$ cat config.mk
export PLATFORM = sky130hd
export DESIGN_NAME = sd_stream_reader
export DESIGN_NICKNAME = d
export VERILOG_FILES = /design/src/rtl/sd_stream_reader.sv
export SDC_FILE = /design/constraint.sdc
export NUM_CORES = 2
export LEC_CHECK = 0
export BUFFER_PORTS_ARGS = -buffer_cell sky130_fd_sc_hd__buf_2
export CAP_MARGIN = 20
export CORE_MARGIN = 2
export CORE_UTILIZATION = 60
export CTS_CLUSTER_SIZE = 14
export DETAILED_ROUTE_END_ITERATION = 10
export GPL_TIMING_DRIVEN = 1
export PLACE_DENSITY = 0.77
export SYNTH_ARGS = -nofsm -noshare
export SYNTH_HDL_FRONTEND = slang
export SYNTH_SLANG_ARGS = --single-unit
export TNS_END_PERCENT = 30
$ cat constraint.sdc
create_clock -name clk_25mhz -period 11.4 [get_ports clk_25mhz]
set_input_delay 1.14 -clock clk_25mhz [delete_from_list [all_inputs] [get_ports clk_25mhz]]
set_output_delay 1.14 -clock clk_25mhz [all_outputs]
set_load 0.05 [all_outputs]
$ cat src/rtl/sd_stream_reader.sv
// sd_stream_reader
//   Streams a run of 512-byte blocks from an sd_controller into a show-ahead
//   output FIFO. Each block is requested with a one-cycle sd_rd pulse, its
//   bytes are packed little-endian into DATA_W-bit words, and a new block is
//   only requested once the FIFO can absorb a whole block.
//
// Parameters
//   DATA_W      output word width (8, 16 or 32)
//   FIFO_WORDS  output FIFO depth in words (power of 2, >= 4096/DATA_W)
//   ADDR_MODE   0 = byte addressing (+512 per block), 1 = block addressing (+1)
//
// Ports
//   clk_25mhz, rst           clock, synchronous active-high reset
//   start, start_addr,       run request (accepted only when idle) with first
//   num_blocks               block address and block count
//   abort                    stop at the next block boundary
//   sd_ready, sd_byte_available, sd_dout   sd_controller status and byte stream
//   sd_rd, sd_address        block read request and address to sd_controller
//   m_data, m_valid, m_ready FIFO head word, not-empty flag, consumer pop
//   busy, done, blocks_done  run status, completion pulse, completed blocks
//   overflow                 sticky: a word was dropped on a full FIFO
module sd_stream_reader #(
  parameter int DATA_W     = 8,
  parameter int FIFO_WORDS = 512,
  parameter int ADDR_MODE  = 0
) (
  input  logic              clk_25mhz,
  input  logic              rst,
  input  logic              start,
  input  logic [31:0]       start_addr,
  input  logic [15:0]       num_blocks,
  input  logic              abort,
  input  logic              sd_ready,
  input  logic              sd_byte_available,
  input  logic [7:0]        sd_dout,
  output logic              sd_rd,
  output logic [31:0]       sd_address,
  output logic [DATA_W-1:0] m_data,
  output logic              m_valid,
  input  logic              m_ready,
  output logic              busy,
  output logic              done,
  output logic [15:0]       blocks_done,
  output logic              overflow
);

  localparam int LANES       = DATA_W / 8;
  localparam int LANE_W      = (LANES > 1) ? $clog2(LANES) : 1;
  localparam int AW          = $clog2(FIFO_WORDS);
  localparam int BLOCK_WORDS = 4096 / DATA_W;

  localparam logic [31:0]       ADDR_STEP = (ADDR_MODE == 0) ? 32'd512 : 32'd1;
  localparam logic [LANE_W-1:0] LAST_LANE = LANE_W'(LANES - 1);
  localparam logic [AW:0]       DEPTH     = (AW + 1)'(FIFO_WORDS);
  localparam logic [AW:0]       NEED      = (AW + 1)'(BLOCK_WORDS);

  typedef enum logic [1:0] {
    IDLE,
    WAIT_SPACE,
    ISSUE,
    RECV
  } state_t;

  state_t state_reg, state_next;

  logic [15:0]       num_blocks_reg;
  logic              abort_pending_reg;
  logic [8:0]        byte_cnt_reg;
  logic [LANE_W-1:0] lane_reg;
  logic [DATA_W-1:0] word_reg;
  logic [DATA_W-1:0] word_merged;
  logic              bav_prev_reg;

  logic [DATA_W-1:0] mem [FIFO_WORDS];
  logic [AW-1:0]     wr_ptr_reg, rd_ptr_reg;
  logic [AW:0]       count_reg;

  logic start_accept, capture, block_end, last_block;
  logic push_req, push, pop, full;
  logic [AW:0] free_words;

  // ---------------------------------------------------------------------------
  // Datapath decode
  // ---------------------------------------------------------------------------
  assign start_accept = start && (state_reg == IDLE);
  // One capture per strobe: only the rising edge of the level strobe counts.
  assign capture      = (state_reg == RECV) && sd_byte_available && !bav_prev_reg;
  assign block_end    = capture && (byte_cnt_reg == 9'd511);
  assign last_block   = ((blocks_done + 16'd1) == num_blocks_reg);

  assign full       = (count_reg == DEPTH);
  assign free_words = DEPTH - count_reg;
  assign m_valid    = (count_reg != '0);
  assign push_req   = capture && (lane_reg == LAST_LANE);
  // A word arriving on a full FIFO is lost even if a pop happens this cycle.
  assign push       = push_req && !full;
  assign pop        = m_valid && m_ready;
  assign busy       = (state_reg != IDLE);

  // Incoming byte lands in the lane selected by lane_reg; the merged word is
  // what gets pushed when the last lane fills.
  genvar gi;
  generate
    for (gi = 0; gi < LANES; gi++) begin : g_lane
      assign word_merged[gi*8 +: 8] = (lane_reg == LANE_W'(gi)) ? sd_dout
                                                                 : word_reg[gi*8 +: 8];
    end
  endgenerate

  // ---------------------------------------------------------------------------
  // FSM
  // ---------------------------------------------------------------------------
  always_ff @(posedge clk_25mhz) begin
    if (rst) begin
      state_reg <= IDLE;
    end else begin
      state_reg <= state_next;
    end
  end

  always_comb begin
    state_next = state_reg;
    sd_rd      = 1'b0;
    case (state_reg)
      IDLE: begin
        if (start && (num_blocks != 16'd0)) begin
          state_next = WAIT_SPACE;
        end
      end
      WAIT_SPACE: begin
        if (abort) begin
          state_next = IDLE;
        end else if ((free_words >= NEED) && sd_ready) begin
          state_next = ISSUE;
        end
      end
      ISSUE: begin
        sd_rd = 1'b1;
        if (abort) begin
          state_next = IDLE;
        end else begin
          state_next = RECV;
        end
      end
      RECV: begin
        if (block_end) begin
          // Completion of the final block takes priority over a pending abort.
          if (last_block || abort_pending_reg || abort) begin
            state_next = IDLE;
          end else begin
            state_next = WAIT_SPACE;
          end
        end
      end
      default: state_next = IDLE;
    endcase
  end

  // ---------------------------------------------------------------------------
  // Run control, byte packing and status
  // ---------------------------------------------------------------------------
  always_ff @(posedge clk_25mhz) begin
    if (rst) begin
      num_blocks_reg    <= '0;
      sd_address        <= '0;
      blocks_done       <= '0;
      overflow          <= 1'b0;
      done              <= 1'b0;
      abort_pending_reg <= 1'b0;
      byte_cnt_reg      <= '0;
      lane_reg          <= '0;
      word_reg          <= '0;
      bav_prev_reg      <= 1'b0;
    end else begin
      bav_prev_reg <= sd_byte_available;
      done         <= 1'b0;
      if (start_accept) begin
        num_blocks_reg    <= num_blocks;
        sd_address        <= start_addr;
        blocks_done       <= '0;
        overflow          <= 1'b0;
        abort_pending_reg <= 1'b0;
        byte_cnt_reg      <= '0;
        lane_reg          <= '0;
        // A zero-block run completes immediately without leaving IDLE.
        done              <= (num_blocks == 16'd0);
      end else begin
        if ((state_reg == RECV) && abort) begin
          abort_pending_reg <= 1'b1;
        end
        if (capture) begin
          byte_cnt_reg <= byte_cnt_reg + 9'd1;
          lane_reg     <= (lane_reg == LAST_LANE) ? '0 : lane_reg + LANE_W'(1);
          word_reg     <= word_merged;
        end
        if (block_end) begin
          byte_cnt_reg <= '0;
          blocks_done  <= blocks_done + 16'd1;
          sd_address   <= sd_address + ADDR_STEP;
          done         <= last_block;
        end
        if (push_req && full) begin
          overflow <= 1'b1;
        end
        if (busy && (state_next == IDLE)) begin
          abort_pending_reg <= 1'b0;
        end
      end
    end
  end

  // ---------------------------------------------------------------------------
  // Output FIFO (show-ahead). Pointers are AW bits and wrap naturally; the
  // occupancy carries one extra bit so full and empty are distinct.
  // ---------------------------------------------------------------------------
  always_ff @(posedge clk_25mhz) begin
    if (rst || start_accept) begin
      wr_ptr_reg <= '0;
      rd_ptr_reg <= '0;
      count_reg  <= '0;
    end else begin
      if (push) begin
        wr_ptr_reg <= wr_ptr_reg + AW'(1);
      end
      if (pop) begin
        rd_ptr_reg <= rd_ptr_reg + AW'(1);
      end
      case ({push, pop})
        2'b10:   count_reg <= count_reg + (AW + 1)'(1);
        2'b01:   count_reg <= count_reg - (AW + 1)'(1);
        default: count_reg <= count_reg;
      endcase
    end
  end

  always_ff @(posedge clk_25mhz) begin
    if (push) begin
      mem[wr_ptr_reg] <= word_merged;
    end
  end

  assign m_data = mem[rd_ptr_reg];

endmodule

# == Yosys cells after proc, flatten, opt, wreduce, memory -nomap -nowiden ==
# Memory sizes are Yosys's and may differ from the RTL's. A register that Yosys moved wholly into a read port is not among the register bits.
# Index checks and enable logic that the tools add are counted.
# totals
memories,1
regBits,116
ramBits,4096
word_cells,83
# op_classes
n_mux,19
eq_ne,8
add_sub_neg,9
bitwise,2
magnitude_cmp,1
reduce_logical,29
# memory_table
name,depth,word_bits,read_ports,rd_clocked_by_memory_dff,write_ports,line,text
mem,512,8,1,1,1,74,logic [DATA_W-1:0] mem [FIFO_WORDS];
# op_table
operator,count
$mux 32,2
$add 32x10->32 const B,1
$add 9x1->9 const B,3
$pmux 10 s2,1
$mux 9,2
$add 16x1->16 const B,1
$eq 16x16->1,1
$logic_not 16->1,1
$reduce_bool 16->1,1
$logic_and 1x1->1,12
$add 10x1->10 const B,1
$eq 10x10->1 const B,1
$ge 10x10->1 const B,1
$mux 2,5
$reduce_bool 10->1,1
$sub 10x1->10 const B,1
$sub 10x10->10 const A,1
$eq 9x9->1 const B,1
$mux 8,1
$pmux 2 s4,1
$mux 1,7
$eq 2x2->1 const B,3
$reduce_bool 2->1,3
$reduce_or 3->1,2
8 further kinds,14

# == Logic depth before layout (Yosys ltp) ==
# logic_depth
ltp_word,10
depth_mapped,16

# == Least setup slack after synthesis ==
# Ideal clock, no wire load.
# synth_path
path_kind,reg2reg
startpoint,register count_reg[3]
endpoint,register count_reg[8]
t_arrival_ps,3987
setup_slack_ps,7335
setup_time_ps,78
required_ps,11322
synth_period_minus_slack_ps,4065
stages_incl_launch_ff,16
path_cell_list,dfxtp_1 or4_1 nor4_4 nand2b_1 and2_1 clkbuf_1 ha_1 ha_1 nor2b_1 o21ai_0 nand2b_1 a21o_1 a21o_1 a31oi_1 mux2_2 nor3_1
# synth_via
word_cells_on_any_way,11
cone_classes,add/sub: 2; eq/ne: 3; mux: 1; reduce/logical: 5
# synth_lines
element,line,text
"start, declared",76,logic [AW:0] count_reg;
"start signal, assigned",229,2'b10: count_reg <= count_reg + (AW + 1)'(1);
"start signal, assigned",230,2'b01: count_reg <= count_reg - (AW + 1)'(1);
"start signal, assigned",231,default: count_reg <= count_reg;
$reduce_bool 10->1 (*),93,assign m_valid = (count_reg != '0);
net m_valid,39,"output logic m_valid,"
$logic_and 1x1->1 (*),97,assign pop = m_valid && m_ready;
net pop,79,"logic push_req, push, pop, full;"
$eq 2x1->1 / $eq 2x2->1 (equally long branches),228,"case ({push, pop})"
$pmux 10 s2 / $reduce_bool 2->1 (equally long branches),--,
# The timed path passes the listed nets; every way through them passes the cells marked *.
# A chain may end at the register's enable or synchronous reset.

==> impl_results.md <==
* Setup bufs post-CTS at 0
* Max reg flops at 4096
* Nets@finish at 7999
* Commonest non-fill, non-tap cell in the layout: edfxtp_1
* Clock Latency Late Sink at 0.98 ns
* Pwr/cell area at 170 nW/um^2
* Fin. Hold Viols at 0
* Synth-to-Final Area Change at 10.5%
* Post_cts resized at 0
* Crit path kind: flip-flop to primary output
* Worst Max-Slew Pin Slew at 1.42 ns
* CORE AREA at 271000 um^2
* Hold path depth at 2
* Initial antenna violation count at 8
* Ys async rst share at 0
* Max-slew headroom at 0.0536
* CTS Buffer Depth at 4
* Mapped Cells at 7762
* Max_cap viols at 0
* Num CTS Buffers at 405
* Hold Path Class: input port to flip-flop
* Clk sinks at 4212
* Fin crit share at 0.661
* Synth unique cells at 59
* EDFF count, synth at 4096
* Post-layout util at 0.667
* Placed Instances at 11100
* Yosys warnings at 0
* Clock slew at reported path FFs at 0.06 ns
* FP Rows at 191
* Placer Congestion at 0.846
* Final WL at 386 mm
* Htree depth at 5
* Final Skew at 0.0590 ns
* Critical path endpoint category: primary output
* Die H at 526 um
* Worst-path fanout max at 53
* Top Registers: mem: 4096 flops, sd_address: 32 flops
* Biggest register: mem
* Main synth FF type: edfxtp_1
* Routed vias/inst at 6.83
* Minimum clock period at 7.54 ns
* Final Max Slew Viols at 0
* Root Driver: clkbuf_16
* Antenna Nets Post-Route at 0
* Largest net degree at the start of global routing at 225
* Port bufs at 123
* Average size of a mapped cell at 21.1 um^2
* Synthesized area at 164000 um^2
* Critical path arrival at 6.40 ns
* Ports at 124
* CTS tree: yes
* Total Die Area at 277000 um^2
* Initial DRC count at 11800
* Endpoints failing setup at 0
* Die outline width at 526 um
* Net Count, Synth at 7844
* Overall Global Routing Usage at 0.279
* DR pass1 iterations at 6
* Hold Buf Count CTS at 0
* DRC Markers at 0
* Total gr overflow at 0
* P_leak at 54.9 nW
* Most frequent cells in the layout: edfxtp_1, mux4_2, nor2_1, clkbuf_16, nand2_1
* Post-DP HPWL at 217 mm
* WL/cell at 32.7 um
* Vias in the first global route at 82300
* TNS Setup at 0 ns
* Seq/Total Area, Yosys at 0.766
* CP startpoint kind: flip-flop
* Data required, critical path at 10.26 ns
* FF+latch count, synth at 4212
* Fmax at 133 MHz
* Non-filler instance count after layout at 11800
* Layout cells sized above 1 at 0.243
* Pwr Total at 30.7 mW
* RSZ-0062 raised after global routing: false
* Vias at 80700
* First-pass GRT wire length at 567 mm
* Initial Utilization at 0.604
* Reg2Reg Depth at 7
* VDD IR max at 0.000161 V
* Status: finished clean
-- layer usage --
metal	wire, um	part of all wire	track usage	vias to the layer above
li1	-	-	-	32600
met1	140000	0.36	0.389	42100
met2	187000	0.48	0.442	5249
met3	44100	0.11	0.0605	800
met4	15400	0.040	0.103	8
met5	52	0.00013	0	-
-- critical path: stages (launching register included) --
cell	delay, ns
dfxtp_4	0.78
buf_4	0.65
nand3_4	0.57
buf_4	0.55
o221ai_1	0.33
a221oi_1	0.14
nor4_1	0.98
a22oi_1	0.58
and3_1	0.46
buf_2	0.25
-- worst paths after layout --
path | slack (ns) | endpoint | from
min reg2reg | 0.45 | sd_address[2]$_SDFFE_PP0P_ | sd_address[2]$_SDFFE_PP0P_
max | 3.86 | m_data[1] | flip-flop
min | 0.45 | bav_prev_reg$_SDFF_PP0_ | sd_byte_available
max reg2reg | 6.44 | mem[129][7]$_DFFE_PP_ | state_reg[0]$_SDFF_PP0_
-- synthesized netlist by cell type (35+ instances only) --
library cell,count,share of area
a21oi_1,62,0.0019
a221oi_1,92,0.0049
buf_2,105,0.0032
buf_4,70,0.0032
clkbuf_1,258,0.0059
dfxtp_1,116,0.014
edfxtp_1,4096,0.75
mux2_2,126,0.0087
mux2i_1,159,0.0097
mux4_2,1025,0.14
nand2_1,186,0.0043
nand3_1,38,0.0012
nor2_1,654,0.015
o21ai_0,123,0.0038
o221ai_1,96,0.0051
o22a_1,76,0.0041
o22ai_1,56,0.0021
xnor2_1,35,0.0019
xor2_1,44,0.0024
-- logic make-up after synthesis --
logic type      after synthesis  synth area share
compound gates              616            0.0274
xor+xnor                     79           0.00423
fa+ha+maj                    19           0.00150
buf+inv                     513            0.0155
flops                      4212             0.766
mux                        1310             0.160
simple gates               1013            0.0258
-- power by group --
| part | total, mW | switching [mW] | internal (mW) |
|---|---|---|---|
| Sequential | 17.0 | 0.0142 | 17.0 |
| Clock | 13.3 | 5.78 | 7.52 |
| Combinational | 0.396 | 0.335 | 0.0605 |
| Total | 30.7 | 6.13 | 24.6 |
-- layout make-up --
type	count	area [um^2]
Clock buffer	490	10600
Fill cell	16300	90200
Tap cell	3570	4470
Multi-Input combinational cell	3037	35900
Clock inverter	246	2510
Inverter	18	75.1
Antenna cell	4	10.0
Sequential cell	4212	125000
Timing Repair Buffer	243	1900
-- per-stage QoR --
step | hold WS, ns | area (um^2) | setup slack (ns)
after global routing | 0.431 | 181000 | 3.58
after global placement | 0.440 | 168000 | 4.70
after CTS | 0.389 | 181000 | 3.95
after floorplan | 0.441 | 164000 | 7.34
final | 0.447 | 181000 | 3.86
after detailed placement | 0.444 | 168000 | 4.98
Note: power is estimated with default switching activity, not from simulation.
